File: src/rtl/timer_pkg.sv
// Shared types and constants for the minute/second countdown timer.
package timer_pkg;

    typedef enum logic [1:0] {
        IDLE = 2'd0,
        RUN  = 2'd1,
        DONE = 2'd2
    } state_e;

    localparam logic [5:0] SEC_MAX = 6'd59;

    // Preset seconds above 59 are treated as 59.
    function automatic logic [5:0] clamp_sec(input logic [5:0] sec);
        return (sec > SEC_MAX) ? SEC_MAX : sec;
    endfunction

endpackage

File: src/rtl/timer_tick_gen.sv
// One-second prescaler: pulses tick once every CLKS_PER_SEC enabled cycles.
module timer_tick_gen #(
    parameter int unsigned CLKS_PER_SEC = 1
) (
    input  logic clk,
    input  logic rst,
    input  logic clr,
    input  logic en,
    output logic tick
);

    localparam int unsigned CW = (CLKS_PER_SEC > 1) ? $clog2(CLKS_PER_SEC) : 1;
    localparam logic [CW-1:0] LAST = CW'(CLKS_PER_SEC - 1);

    logic [CW-1:0] cnt_q;
    logic [CW-1:0] cnt_d;

    always_comb begin
        cnt_d = cnt_q;
        tick  = en && (cnt_q == LAST);
        if (clr || tick) begin
            cnt_d = '0;
        end else if (en) begin
            cnt_d = cnt_q + 1'b1;
        end
    end

    always_ff @(posedge clk or posedge rst) begin
        if (rst) begin
            cnt_q <= '0;
        end else begin
            cnt_q <= cnt_d;
        end
    end

endmodule

File: src/rtl/timer.sv
// Countdown timer: loads M:S on START, counts down once per second tick,
// and flags TIME_UP when 0:00 is reached, holding there until the next START.
module timer
    import timer_pkg::*;
#(
    parameter int unsigned CLKS_PER_SEC = 1
) (
    input  logic       SYSCLK,
    input  logic       RST_B,
    input  logic [2:0] TIME_MIN,
    input  logic [5:0] TIME_SEC,
    input  logic       START,
    output logic [2:0] MINUTE,
    output logic [5:0] SECOND,
    output logic       TIME_UP
);

    state_e     state_q, state_d;
    logic [2:0] minute_q, minute_d;
    logic [5:0] second_q, second_d;
    logic       time_up_q, time_up_d;
    logic       tick;

    timer_tick_gen #(
        .CLKS_PER_SEC(CLKS_PER_SEC)
    ) u_tick_gen (
        .clk (SYSCLK),
        .rst (RST_B),
        .clr (START),
        .en  (state_q == RUN),
        .tick(tick)
    );

    // START wins over everything, including a tick landing on the same edge.
    always_comb begin
        state_d   = state_q;
        minute_d  = minute_q;
        second_d  = second_q;
        time_up_d = time_up_q;

        if (START) begin
            minute_d  = TIME_MIN;
            second_d  = clamp_sec(TIME_SEC);
            time_up_d = 1'b0;
            state_d   = RUN;
        end else begin
            case (state_q)
                RUN: begin
                    if (tick) begin
                        if (second_q != 6'd0) begin
                            second_d = second_q - 6'd1;
                            if (minute_q == 3'd0 && second_q == 6'd1) begin
                                time_up_d = 1'b1;
                                state_d   = DONE;
                            end
                        end else if (minute_q != 3'd0) begin
                            minute_d = minute_q - 3'd1;
                            second_d = SEC_MAX;
                        end else begin
                            time_up_d = 1'b1;
                            state_d   = DONE;
                        end
                    end
                end
                DONE: begin
                    minute_d  = 3'd0;
                    second_d  = 6'd0;
                    time_up_d = 1'b1;
                end
                default: begin
                    time_up_d = 1'b0;
                end
            endcase
        end
    end

    always_ff @(posedge SYSCLK or posedge RST_B) begin
        if (RST_B) begin
            state_q   <= IDLE;
            minute_q  <= 3'd0;
            second_q  <= 6'd0;
            time_up_q <= 1'b0;
        end else begin
            state_q   <= state_d;
            minute_q  <= minute_d;
            second_q  <= second_d;
            time_up_q <= time_up_d;
        end
    end

    assign MINUTE  = minute_q;
    assign SECOND  = second_q;
    assign TIME_UP = time_up_q;

endmodule

File: config.mk
export PLATFORM = sky130hd
export DESIGN_NAME = timer
export DESIGN_NICKNAME = d
export VERILOG_FILES = /design/src/rtl/timer_pkg.sv /design/src/rtl/timer_tick_gen.sv /design/src/rtl/timer.sv
export SDC_FILE = /design/constraint.sdc
export NUM_CORES = 1
export LEC_CHECK = 0
export CAP_MARGIN = 20
export CORE_MARGIN = 2
export CORE_UTILIZATION = 48
export CTS_BUF_LIST = sky130_fd_sc_hd__clkbuf_8 sky130_fd_sc_hd__clkbuf_16
export DETAILED_ROUTE_END_ITERATION = 7
export PLACE_DENSITY = 0.78
export SLEW_MARGIN = 20
export SYNTH_ARGS = -nofsm -noshare
export SYNTH_HDL_FRONTEND = slang
export SYNTH_HIERARCHICAL = 1
export SYNTH_SLANG_ARGS = --single-unit
File: constraint.sdc
create_clock -name SYSCLK -period 2.1 [get_ports SYSCLK]
set_input_delay 0.315 -clock SYSCLK [delete_from_list [all_inputs] [get_ports SYSCLK]]
set_output_delay 0.315 -clock SYSCLK [all_outputs]
set_load 0.05 [all_outputs]
### Word-level counts from Yosys, hierarchy flattened

Index checks and enable logic that the tools add are counted.

* $add $sub $neg: 3
* multiply operators: 0
* divide/modulo/power cells: 0
* $lt $le $gt $ge: 1
* equal/unequal tests: 11
* shift-type cells: 0
* multiplexer cells: 25
* bitwise logic cells: 1
* reductions and logical operators: 14

Operators by type and width (number)
* 6-bit two-way mux: 5
* 2-bit two-way mux: 6
* 3-bit two-way mux: 4
* 3-bit != test (second input constant): 4
* 4-bit != test (second input constant): 3
* 6-bit one-hot mux with 2 select lines: 1
* 4-bit AND reduction: 2
* 1-bit two-way mux: 7
* 6-bit by 1-bit == test with 1-bit output (second input constant): 1
* 6-bit greater-than comparator (second input constant): 1
* 3-bit one-hot mux with 2 select lines: 1
* 3-bit AND reduction: 2
* 2-bit nonzero test: 3
* 3-bit nonzero test: 2
* 6-bit nonzero test: 1
* 6-bit by 1-bit subtractor with 6-bit output (second input constant): 1
* 3-bit zero test: 1
* 3-bit by 2-bit != test with 1-bit output (second input constant): 1
* 3-bit by 1-bit subtractor with 3-bit output (second input constant): 1
* 2-bit by 1-bit == test with 1-bit output (second input constant): 1
* 2-bit == test (second input constant): 1
* 1-bit logical AND: 2
* 1-bit one-hot mux with 2 select lines: 1
* 1-bit adder (second input constant): 1
* other kinds (2): 2

* register bits: 13
* latch bits: 0
* RAM bits: 0
* ROM bits: 0
* bits of input ports: 12
* output and inout bits: 10
* logic and storage cells: 60
* memories kept: 0

### Depth between registers and ports, before layout

* word-level depth: 7
* gate-level depth with buffers: 8
* mapped depth without buffers: 7

### Hierarchy

Netlist, hierarchy kept.

By module, submodules not included
* timer: instances 1, cells an instance 100, area each 858.3 µm², seq. area each 300.3 µm²
* timer_tick_gen: instances 1, cells an instance 4, area each 50.0 µm², seq. area each 25.0 µm²

### Worst setup path before layout

OpenSTA, ideal clock, no wires.

* path kind: flip-flop to flip-flop
* from: reg minute_q[0], in the netlist MINUTE[0]
* to: reg state_q[0]
* setup time: 118 ps
* data arrival time: 2143 ps
* required time: 1982 ps
* path slack: -161 ps
* cell stages (with the launch flop): 7
* path buffers: 0
* clock period less this slack: 2261 ps
* path through: dfrtp_1 > inv_1 > ha_1 > ha_1 > or4b_1 > or4_4 > a21o_1

* word-level cells in the longest chain between the ends: 4
* elaborated cells between the ends (all ways): 6
* those cells by class: eq/ne: 2; reduce/logical: 4

RTL lines
* start: declaration: line timer.sv:19 `logic [2:0] minute_q, minute_d;`
* start signal: assignment: line timer.sv:85 `minute_q <= minute_d;`
* 3-bit zero test: line timer.sv:52 `if (minute_q == 3'd0 && second_q == 6'd1) begin`
* 1-bit logical AND: line timer.sv:52
* 3-bit by 2-bit != test with 1-bit output (no line)
* 4-bit AND reduction (no line) *
* end signal: assignment: line timer.sv:84 `state_q <= state_d;`
* end: declaration: line timer.sv:18 `state_e state_q, state_d;`

Mark *: on every way between the ends. The rest lies on a longest branch, timed or not.
A chain may end at the register's enable or synchronous reset.

### Final worst setup path

Ends and elaborated chain as after synthesis.

==> out/metrics.cfg <==
[logic_synthesis]
yosysSeqAreaShare=0.358
async_flop_share=1.00
syn-mean-instance-area_um2=8.73
synth-seq-cells=13
synth_xor_area_frac=0
netlist_area_um2=908
yosys.area_share.simple=0.233
synthCells=104
synth_mux_area_frac=0.0551
yosysUniqueCellTypes=32
synth_warnings=6
synth_top_family_by_area=simple AND/OR/NAND/NOR gates
synth_compound_area_frac=0.205
synth-adder-area-share=0.0826
synth-edff-count=0
ys.flop_type=dfrtp_1
syn_nets=122

[routing]
drt-initial-drc-count=32
ant_nets=0
vias=896
routedWlPerCell_um=16.2
first_pass_iters=4
drc_errors=0
via_per_inst=5.86
postRouteWirelength_um=2480

[floorplanning]
initial_utilization=0.520
coreArea_um2=1750
fp.dieW_um=47.5
io_pins=22
row_count=15
die-area_um2=2260
die_h_um=47.5

[cts]
cts_buffers=3
clock_sinks=13
cts-root-buf=clkbuf_8
ctsLongestPathBuffers=2
htreeDepth=1
path_clk_slew_ns=0.07
cts_tree=built
clock_latency_ns=0.25
hold_buffers=0

[global_routing]
grt_pass1_wl_um=3860
grt_max_degree=13
antenna_found_initial=0
grt-ovfl-total=0
track_usage=0.249
grt_pass1_vias=850

[timing]
slew_headroom=0.604
rsz0062_at_grt=false
fin_skew_ns=0.00691
tightest_slew_ns=0.589
setup_viol=0
finalSetupTns_ns=0
worst_slack_ns=0.0569
fin_crit_sh=0.973
maxSlewViolCount=0
hold_viol=0
period_needed_ns=2.04
fmaxAchievable_mhz=489

[cells_and_area]
syn_to_final_growth_pct=35.1
final_cell_mix=clkdlybuf4s50_1, a21oi_1, inv_1, dfrtp_1
layout_commonest_cell=clkdlybuf4s50_1
num-nets-final=147
drive_above_1_share=0.172
antennaDiodeCount=0
final_util=0.703

[power_and_ir_drop]
clkPwrFrac=0.207
p_int_uw=643
power_density_nw_per_um2=929
p_seq_frac=0.316
switching_share=0.436
net-switching-power_uw=497
pwr-share-comb=0.477
p_leak_uw=0.000532
vdd_ir_drop_max_mv=0.558
power.total_uw=1140

[critical_path]
slowest_stage=or4b_4
endpoint_kind=flop
start_kind=flop
arrival_ns=2.19
path_buf_inv=1
required_ns=2.24
cp_cell_sequence=inv_2, ha_1, ha_4, or4b_4, or4_4, a21o_1
slowest_delay_ns=0.46
worstPathMaxFanout=5
reg2reg_setup_slack_ns=0.06
worst-setup-path-type=flop to flop
crit_family=simple AND/OR/NAND/NOR gates

[place]
port_buffers=21
post-place-ws_ns=0.0567
dp_hpwl_um=1740
place.gp.congestion=0.875

[status]
outcome=completed

[min_path]
hp-class=input port to async pin

[job]
drv_cap=0

power groups by stage:
| stage | Combinational (uW) | Sequential (uW) | Clock, uW |
|---|---|---|---|
| floorplan | 196 | 508 | 0 |
| detailed placement | 521 | 363 | 0 |
| finish | 544 | 360 | 236 |
| global placement | 506 | 359 | 0 |
| CTS | 526 | 359 | 239 |
| global route | 585 | 366 | 251 |
path summary, 6_finish.rpt:
check                                       start                            to  cells past startpoint
setup / recovery            MINUTE[0]$_DFFE_PP0P_        state_q[0]$_DFFE_PP0P_                      6
hold / removal                              RST_B  u_tick_gen/cnt_q$_DFFE_PP0P_                      2
setup reg to reg            MINUTE[0]$_DFFE_PP0P_        state_q[0]$_DFFE_PP0P_                      6
hold reg to reg            state_q[0]$_DFFE_PP0P_        state_q[0]$_DFFE_PP0P_                      1
max in group asynchronous                   RST_B         SECOND[0]$_DFFE_PP0P_                      2
min in group SYSCLK        state_q[0]$_DFFE_PP0P_        state_q[0]$_DFFE_PP0P_                      1
per-layer routing:
metal | up-vias | GRT usage | routed length, um
met5 | - | 0 | 0
met4 | 0 | 0.156 | 110
met3 | 14 | 0.0377 | 140
met2 | 40 | 0.373 | 1150
met1 | 417 | 0.334 | 1090
li1 | 425 | - | -
logic make-up after synthesis:
group	Yosys count
AO/OA/AOI/OAI	30
AND/OR/NAND/NOR	34
buffers and inverters	16
multiplexers	5
flip-flops	13
adder cells (fa/ha/maj)	6
metrics by stage:
step	hold slack, ns	instances	instance area [um^2]
final	0.226	153	1230
after global routing	0.234	153	1230
after CTS	0.229	153	1210
after detailed placement	0.492	149	1170
after global placement	0.487	149	1170
after floorplan	0.0437	104	920
state kept, by name, summed over array words and instances (netlist names):
register,cells
state_q,2
MINUTE,3
TIME_UP,1
SECOND,6
u_tick_gen/cnt_q,1
cell type report:
cell class,count,area [um^2]
clock buffers,3,41.3
clock inverters,1,5.00
inverters,12,45.0
well taps,25,31.3
fillers,141,518
flip-flops and latches,13,330
repair buffers,24,233
multi-input cells,75,542
cell usage after synthesis, types with 2 or more instances:
| master | count | area (um^2) |
|---|---|---|
| a31oi_1 | 2 | 12.5 |
| inv_1 | 12 | 45.0 |
| nand4_1 | 2 | 12.5 |
| nand3_1 | 2 | 10.0 |
| clkbuf_1 | 4 | 15.0 |
| nor2_1 | 7 | 26.3 |
| or4b_1 | 2 | 20.0 |
| nand2_1 | 3 | 11.3 |
| a21oi_1 | 12 | 60.1 |
| or3b_2 | 2 | 17.5 |
| a21o_1 | 2 | 15.0 |
| nor2b_1 | 3 | 18.8 |
| nor3b_1 | 2 | 15.0 |
| o21ai_0 | 6 | 30.0 |
| nor4_1 | 2 | 12.5 |
| dfrtp_1 | 13 | 325 |
| mux2i_1 | 5 | 50.1 |
| ha_1 | 6 | 75.1 |
| nor3_1 | 3 | 15.0 |
| o31a_1 | 2 | 17.5 |
timing repair:
action                     in CTS  in global routing
buffers inserted                0                  0
resized for setup               0                  2
setup endpoints to repair       0                  7
Note: power is estimated with default switching activity, not from simulation.
